===== src/rtl/rvv_backend_alu_result_queue_pkg.sv =====
// -----------------------------------------------------------------------------
// rvv_backend_alu_result_queue_pkg
//
// Shared types for the ALU result queue and its second-stage execution unit:
//   PU2ROB_t        - result handed to the ROB
//   PIPE_DATA_t     - first-stage data for two-stage mask uops
//   ALU_RQ_ENTRY_t  - one queue entry {multi, res, p1}
//   alu_op_e        - encodings of the two-stage mask operations
//   active_mask()   - body/mask-enable vector used by the mask operations
// -----------------------------------------------------------------------------
package rvv_backend_alu_result_queue_pkg;

    localparam int VLEN      = 128;
    localparam int VLENB     = VLEN / 8;
    localparam int SEW_W     = 8;                 // viota element width
    localparam int ROB_IDX_W = 4;
    localparam int VL_W      = $clog2(VLEN + 1);  // vl ranges 0..VLEN

    typedef enum logic [1:0] {
        OP_NONE  = 2'd0,
        OP_VIOTA = 2'd1,
        OP_VCPOP = 2'd2
    } alu_op_e;

    typedef struct packed {
        logic [ROB_IDX_W-1:0] rob_entry;
        logic                 w_valid;
        logic [VLEN-1:0]      w_data;
        logic                 vxsat;
    } PU2ROB_t;

    typedef struct packed {
        logic [ROB_IDX_W-1:0] rob_entry;
        alu_op_e              uop_funct;
        logic                 vm;        // 1 = unmasked
        logic [VL_W-1:0]      vl;
        logic [VLEN-1:0]      vs2_data;  // source mask
        logic [VLEN-1:0]      v0_data;   // mask register v0
    } PIPE_DATA_t;

    typedef struct packed {
        logic       multi;
        PU2ROB_t    res;
        PIPE_DATA_t p1;
    } ALU_RQ_ENTRY_t;

    // Bit i is set when element/bit i lies in the body (i < vl) and is
    // enabled by the mask (vm or v0[i]).
    function automatic logic [VLEN-1:0] active_mask(
        input logic            vm,
        input logic [VLEN-1:0] v0,
        input logic [VL_W-1:0] vl
    );
        logic [VLEN-1:0] m;
        m = '0;
        for (int i = 0; i < VLEN; i++) begin
            m[i] = (VL_W'(i) < vl) && (vm || v0[i]);
        end
        return m;
    endfunction

endpackage


===== src/rtl/rvv_backend_alu_result_queue_exec_p1.sv =====
// -----------------------------------------------------------------------------
// rvv_backend_alu_unit_execution_p1
//
// Purely combinational second stage for two-stage mask uops.
//   OP_VCPOP : w_data = number of active set bits of vs2
//   OP_VIOTA : each active SEW=8 element i gets the count of active set
//              bits of vs2 below i; inactive and tail elements read 0
//   other    : w_data = 0
//
// Ports:
//   p1_i      in   first-stage data of the head entry
//   result_o  out  final ROB result
// -----------------------------------------------------------------------------
module rvv_backend_alu_unit_execution_p1
    import rvv_backend_alu_result_queue_pkg::*;
(
    input  PIPE_DATA_t p1_i,
    output PU2ROB_t    result_o
);

    logic [VLEN-1:0] active;
    logic [VLEN-1:0] set_bits;
    logic [VL_W-1:0] pop_cnt;
    logic [VL_W-1:0] run_cnt;
    logic [VLEN-1:0] iota_data;

    always_comb begin
        // NOTE: every signal written here gets a default first so no path
        // leaves it unassigned (no latch); blocking assignments let the
        // running counters accumulate within the loop.
        active    = active_mask(p1_i.vm, p1_i.v0_data, p1_i.vl);
        set_bits  = p1_i.vs2_data & active;
        pop_cnt   = '0;
        run_cnt   = '0;
        iota_data = '0;

        for (int i = 0; i < VLEN; i++) begin
            pop_cnt = pop_cnt + VL_W'(set_bits[i]);
        end

        // Exclusive prefix count: element i sees only bits strictly below it.
        for (int i = 0; i < VLENB; i++) begin
            if (active[i]) begin
                iota_data[i*SEW_W +: SEW_W] = run_cnt[SEW_W-1:0];
            end
            run_cnt = run_cnt + VL_W'(set_bits[i]);
        end

        result_o           = '0;
        result_o.rob_entry = p1_i.rob_entry;
        result_o.w_valid   = 1'b1;
        case (p1_i.uop_funct)
            OP_VIOTA: result_o.w_data = iota_data;
            OP_VCPOP: result_o.w_data = VLEN'(pop_cnt);
            default:  result_o.w_data = '0;
        endcase
    end

endmodule


===== src/rtl/rvv_backend_alu_result_queue.sv =====
// -----------------------------------------------------------------------------
// rvv_backend_alu_result_queue
//
// In-order result stage between ALU execution and the ROB. Single-cycle
// results and two-stage mask uops share one DEPTH-entry FIFO; the second
// stage runs combinationally on the head entry. With BYPASS=1 a single-cycle
// result offered to an empty queue is presented to the ROB in the same cycle.
//
// Parameters:
//   DEPTH   number of entries (>= 1, any value, no power-of-two requirement)
//   BYPASS  1 = empty-queue bypass for single-cycle results
//
// Ports:
//   clk, rst_n     clock, asynchronous active-low reset
//   uop_valid      first-stage uop offered
//   uop_multi      uop needs second-stage execution
//   uop_result     final result (single-cycle uop)
//   uop_p1data     first-stage data (multi uop)
//   pop_rs         uop accepted this cycle
//   result_valid   result offered to ROB
//   result         result to ROB
//   result_ready   ROB accepts result
//   occupancy      number of valid entries
// -----------------------------------------------------------------------------
module rvv_backend_alu_result_queue
    import rvv_backend_alu_result_queue_pkg::*;
#(
    parameter int DEPTH  = 2,
    parameter bit BYPASS = 1'b1
)
(
    input  logic                         clk,
    input  logic                         rst_n,
    input  logic                         uop_valid,
    input  logic                         uop_multi,
    input  PU2ROB_t                      uop_result,
    input  PIPE_DATA_t                   uop_p1data,
    output logic                         pop_rs,
    output logic                         result_valid,
    output PU2ROB_t                      result,
    input  logic                         result_ready,
    output logic [$clog2(DEPTH+1)-1:0]   occupancy
);

    localparam int CNT_W = $clog2(DEPTH + 1);
    localparam int PTR_W = (DEPTH > 1) ? $clog2(DEPTH) : 1;

    logic [CNT_W-1:0] count_q,  count_d;
    logic [PTR_W-1:0] rd_ptr_q, rd_ptr_d;
    logic [PTR_W-1:0] wr_ptr_q, wr_ptr_d;

    ALU_RQ_ENTRY_t    entry_q [DEPTH];
    ALU_RQ_ENTRY_t    head;
    PU2ROB_t          head_exec_res;

    logic             empty;
    logic             full;
    logic             bypass_offer;
    logic             deq;
    logic             q_deq;
    logic             enq;

    function automatic logic [PTR_W-1:0] ptr_inc(input logic [PTR_W-1:0] ptr);
        return (ptr == PTR_W'(DEPTH - 1)) ? '0 : ptr + PTR_W'(1);
    endfunction

    assign empty        = (count_q == '0);
    assign full         = (count_q == CNT_W'(DEPTH));
    // Multi uops never bypass, so an older queued multi uop can never be
    // overtaken: bypass is only possible when the queue is empty.
    assign bypass_offer = BYPASS && empty && uop_valid && !uop_multi;
    assign head         = entry_q[rd_ptr_q];

    rvv_backend_alu_unit_execution_p1 u_exec_p1 (
        .p1_i     (head.p1),
        .result_o (head_exec_res)
    );

    // Output mux: queue head has priority; bypass only when empty.
    always_comb begin
        result_valid = !empty || bypass_offer;
        result       = '0;
        if (!empty) begin
            result = head.multi ? head_exec_res : head.res;
        end else if (bypass_offer) begin
            result = uop_result;
        end
    end

    // When not full, pop_rs is independent of result_ready.
    assign deq    = result_valid && result_ready;
    assign q_deq  = deq && !empty;
    assign pop_rs = uop_valid && (!full || deq);
    // A bypassed result accepted by the ROB is never stored.
    assign enq    = pop_rs && !(bypass_offer && result_ready);

    always_comb begin
        count_d  = count_q + CNT_W'(enq) - CNT_W'(q_deq);
        rd_ptr_d = q_deq ? ptr_inc(rd_ptr_q) : rd_ptr_q;
        wr_ptr_d = enq   ? ptr_inc(wr_ptr_q) : wr_ptr_q;
    end

    always_ff @(posedge clk or negedge rst_n) begin
        if (!rst_n) begin
            count_q  <= '0;
            rd_ptr_q <= '0;
            wr_ptr_q <= '0;
        end else if (enq || q_deq) begin
            count_q  <= count_d;
            rd_ptr_q <= rd_ptr_d;
            wr_ptr_q <= wr_ptr_d;
        end
    end

    // NOTE: the payload array is cleared on reset so that the head (and the
    // combinational second stage fed from it) starts from known values.
    // Only the field selected by the multi flag is written; the other field
    // keeps its old contents to avoid needless toggling.
    always_ff @(posedge clk or negedge rst_n) begin
        if (!rst_n) begin
            for (int i = 0; i < DEPTH; i++) begin
                entry_q[i] <= '0;
            end
        end else if (enq) begin
            entry_q[wr_ptr_q].multi <= uop_multi;
            if (uop_multi) begin
                entry_q[wr_ptr_q].p1  <= uop_p1data;
            end else begin
                entry_q[wr_ptr_q].res <= uop_result;
            end
        end
    end

    assign occupancy = count_q;

endmodule

===== config.mk =====
export PLATFORM = sky130hd
export DESIGN_NAME = rvv_backend_alu_result_queue
export DESIGN_NICKNAME = d
export VERILOG_FILES = /design/src/rtl/rvv_backend_alu_result_queue_pkg.sv /design/src/rtl/rvv_backend_alu_result_queue_exec_p1.sv /design/src/rtl/rvv_backend_alu_result_queue.sv
export SDC_FILE = /design/constraint.sdc
export NUM_CORES = 2
export LEC_CHECK = 0
export BUFFER_PORTS_ARGS = -buffer_cell sky130_fd_sc_hd__buf_4
export CAP_MARGIN = 10
export CORE_MARGIN = 1.5
export CORE_UTILIZATION = 60
export CTS_BUF_LIST = sky130_fd_sc_hd__clkbuf_8
export CTS_CLUSTER_DIAMETER = 200
export DETAILED_ROUTE_END_ITERATION = 8
export HOLD_SLACK_MARGIN = 0.03
export PLACE_DENSITY = 0.89
export SYNTH_ARGS = -nofsm -noshare
export SYNTH_HDL_FRONTEND = slang
export SYNTH_SLANG_ARGS = --single-unit

===== constraint.sdc =====
create_clock -name clk -period 16 [get_ports clk]
set_clock_uncertainty 0.2 [all_clocks]
set_input_delay 0.8 -clock clk [delete_from_list [all_inputs] [get_ports clk]]
set_output_delay 0.8 -clock clk [all_outputs]
set_load 0.005 [all_outputs]

==> impl_metrics.prom <==
# TYPE chip_impl_metric gauge
chip_impl_info{name="hold-path-endpoint",value="entry_q[394]"} 1
chip_impl_metric{name="max-clock-path-buffers",unit=""} 3
chip_impl_metric{name="io_pins",unit=""} 548
chip_impl_metric{name="met1_resource_use_gr",unit="%"} 48.1
chip_impl_metric{name="critical_path.max_fanout",unit=""} 8
chip_impl_info{name="timing_worst_setup_path_type",value="flip-flop to output pin"} 1
chip_impl_metric{name="gr-usage-met2",unit="%"} 66.4
chip_impl_metric{name="r2r_depth",unit=""} 6
chip_impl_metric{name="post_dp_cell_area",unit="um2"} 47300
chip_impl_metric{name="finalWeightedCongestion",unit=""} 0.993
chip_impl_metric{name="grt_pass1_vias",unit=""} 37500
chip_impl_metric{name="timing.hold.worst_path_depth",unit=""} 2
chip_impl_metric{name="grt_util_met3",unit="%"} 14.2
chip_impl_metric{name="maximum_single_stage_delay_on_the_critical_path",unit="ns"} 0.59
chip_impl_metric{name="std_cell_rows",unit=""} 97
chip_impl_metric{name="worstPathRequired",unit="ns"} 15.00
chip_impl_info{name="synth_top_cell_by_area",value="dfrtp_1"} 1
chip_impl_metric{name="cts_htree_levels",unit=""} 4
chip_impl_info{name="most_crowded_layer_gr",value="met2"} 1
chip_impl_metric{name="dr_total_vias",unit=""} 35700
chip_impl_metric{name="layout_min_cycle_time",unit="ns"} 15.53
chip_impl_metric{name="tightest_slew",unit="ns"} 1.22
chip_impl_info{name="hold_path.class",value="input port to flip-flop"} 1
chip_impl_metric{name="floorplan.die.width",unit="um"} 269
chip_impl_metric{name="synth_edf_count",unit=""} 0
chip_impl_metric{name="drtPass1Iterations",unit=""} 7
chip_impl_metric{name="drt_first_iter_violations",unit=""} 3818
chip_impl_metric{name="ys.warnings.count",unit=""} 0
chip_impl_metric{name="pin_count_of_the_biggest_net_entering_global_routing",unit=""} 183
chip_impl_metric{name="postSynthNetCount",unit=""} 4017
chip_impl_metric{name="postSynthRegisterBits",unit=""} 816
chip_impl_info{name="synth_commonest_cells",value="mux2_2, dfrtp_1, o21ai_0"} 1
chip_impl_metric{name="multi_input_comb_area",unit="um2"} 20700
chip_impl_metric{name="timing.hold.ws",unit="ns"} 0.0560
chip_impl_metric{name="wire_per_inst",unit="um"} 28.3
chip_impl_metric{name="cts_num_sinks",unit=""} 816
chip_impl_metric{name="post_synth_num_cell_types",unit=""} 63
chip_impl_metric{name="finish.instance_area",unit="um2"} 54200
chip_impl_info{name="cp-start-kind",value="flip-flop"} 1
chip_impl_info{name="timing.rr.end",value="entry_q[500]"} 1
chip_impl_info{name="worstHoldStart",value="uop_result[123]"} 1
chip_impl_info{name="postSynth.topFlopCell",value="dfrtp_1"} 1
chip_impl_metric{name="cap_viol_max_count",unit=""} 0
chip_impl_metric{name="critical_path_arrival",unit="ns"} 14.53
chip_impl_metric{name="synth_cells",unit=""} 3442
chip_impl_metric{name="synth-seq-area-share",unit="%"} 48.2
chip_impl_metric{name="post_synth.cell_area_avg",unit="um2"} 12.3
chip_impl_metric{name="floorplan.die_area",unit="um2"} 72200
chip_impl_metric{name="area.sequential",unit="um2"} 20400
chip_impl_info{name="worst_path_most_repeated_cell",value="ha_1"} 1
chip_impl_metric{name="final_nets",unit=""} 4932
chip_impl_metric{name="asyncSetResetFlopFracSynth",unit="%"} 100
chip_impl_metric{name="io_buffers",unit=""} 547
chip_impl_metric{name="synth_top_area_share",unit="%"} 48.2
chip_impl_metric{name="timing_max_transition_violations_final",unit=""} 0
chip_impl_metric{name="dp_hpwl",unit="mm"} 89.4
chip_impl_info{name="run_status",value="finished, final reports clean"} 1
chip_impl_info{name="synth_top_cells_by_area",value="dfrtp_1, mux2_2, fa_1, mux2i_1, o21ai_0"} 1
chip_impl_metric{name="clock_buffers_created_by_tritoncts",unit=""} 140
chip_impl_metric{name="timing.fmax",unit="MHz"} 64.4
chip_impl_info{name="cts_tree",value="built"} 1
chip_impl_info{name="slowest_stage",value="fa_2"} 1
chip_impl_metric{name="clock_insertion_delay_at_the_later_pin_of_the_skew_report",unit="ns"} 0.80
chip_impl_metric{name="synth.cell_area",unit="um2"} 42300
chip_impl_metric{name="initial_antenna_violation_count",unit=""} 42
chip_impl_metric{name="wire_length_of_the_first_global_routing_pass",unit="mm"} 227
chip_impl_metric{name="cts.clk_slew.worst_paths",unit="ns"} 0.07
chip_impl_info{name="r2r_start",value="occupancy[1]"} 1
chip_impl_metric{name="slew-limit-headroom",unit="%"} 18.4
chip_impl_metric{name="layout_worst_path_cycle_share",unit="%"} 97.0
chip_impl_metric{name="placed_cells",unit=""} 4761
chip_impl_metric{name="final-hold-violation-count",unit=""} 0
chip_impl_metric{name="post_route_cells_drive_above_1_share",unit="%"} 37.5
chip_impl_metric{name="instances_no_fill",unit=""} 5444
chip_impl_metric{name="grt_util_all_layers",unit="%"} 41.8
chip_impl_metric{name="final_antenna_violating_net_count",unit=""} 0
chip_impl_info{name="timing.critical_path.to_type",value="output pin"} 1
chip_impl_metric{name="core_area",unit="um2"} 69900
chip_impl_metric{name="final_setup_violation_count",unit=""} 0
chip_impl_metric{name="remaining_drc_errors",unit=""} 0
chip_impl_info{name="synth.most_common_cell",value="mux2_2"} 1
chip_impl_info{name="clock_tree.root_cell",value="clkbuf_8"} 1
chip_impl_metric{name="post_drt_via_cell_ratio",unit=""} 6.56
chip_impl_metric{name="timing.reg2reg.setup_slack",unit="ns"} 11.67
chip_impl_metric{name="initial_standard_cell_utilization_of_the_core",unit="%"} 60.6
chip_impl_metric{name="postLayoutCoreUtil",unit="%"} 77.6
chip_impl_metric{name="syn2layout_area_growth",unit="%"} 28.1
chip_impl_metric{name="route.final.wire_length",unit="mm"} 154
chip_impl_metric{name="final.fill_count",unit=""} 3788
chip_impl_metric{name="grt_overflow_total",unit=""} 0
chip_impl_metric{name="fp.dieH",unit="um"} 269
==> sequential cells by signal, summed over array words and instances (netlist names) <==
name	cells
rd_ptr_q	1
wr_ptr_q	1
occupancy	2
entry_q	812
==> cell type report <==
cell class | instances | share of cell area (%)
flip-flops and latches | 816 | 37.7
clock buffers | 172 | 4.36
inverters | 141 | 0.976
clock inverters | 72 | 0.837
well taps | 940 | 2.17
repair buffers | 988 | 15.6
multi-input cells | 2270 | 38.2
diodes | 45 | 0.208
==> worst max-delay path by stage <==
stage	startpoint	to	slack, ns	cells after the start
detailed placement	rd_ptr_q	result[8]	0.75	45
global route	rd_ptr_q	result[8]	-0.02	45
floorplan	rd_ptr_q	result[8]	1.32	46
finish	rd_ptr_q	result[8]	0.47	44
CTS	rd_ptr_q	result[8]	0.09	45
global placement	rd_ptr_q	result[8]	1.07	45
==> cells by family after synthesis <==
logic type	after synthesis	synth area share (%)
XOR/XNOR	52	1.43
multiplexers	1010	26.3
AND/OR/NAND/NOR	371	3.72
flip-flops	816	48.2
adder cells (fa/ha/maj)	165	6.76
AO/OA/AOI/OAI	672	10.3
buffers and inverters	356	3.18
==> cells in the final DEF (no fill, tap or decap), drive strengths merged, types with 170 or more instances in the layout <==
cell / n
o21ai: 310
inv: 198
nand2: 187
mux2: 834
clkbuf: 174
dlygate4sd3: 386
buf: 600
mux2i: 176
dfrtp: 816
o211ai: 170
==> stage by stage <==
| step | setup slack, ns | TNS, ns |
|---|---|---|
| floorplan | 1.32 | 0 |
| global placement | 1.07 | 0 |
| detailed placement | 0.751 | 0 |
| CTS | 0.0899 | 0 |
| global route | -0.0215 | -0.0215 |
| finish | 0.475 | 0 |
==> routing by layer <==
metal	vias up	wire, um
met4	18	11900
met1	17800	52800
li1	14300	-
met2	2643	71500
met3	929	17700
met5	-	126
==> worst max-delay path, delay by kind of cell, from the launching register on <==
kind	cells	cell delay (ns)
buf+inv	7	0.83
fa+ha+maj	23	9.64
xor+xnor	1	0.20
flops	1	0.52
mux	1	0.41
simple gates	4	0.55
compound gates	8	1.50
==> timing repair <==
action	4_1_cts	5_1_grt
gates resized for setup	1	22
hold buffers	386	0
buffers inserted	0	8
hold endpoints to repair	855	0
setup endpoints to repair	1	3
Power is left out: the tool's default activity adds up to more than one toggle a clock period on the data nets, which glitch-free logic cannot reach.
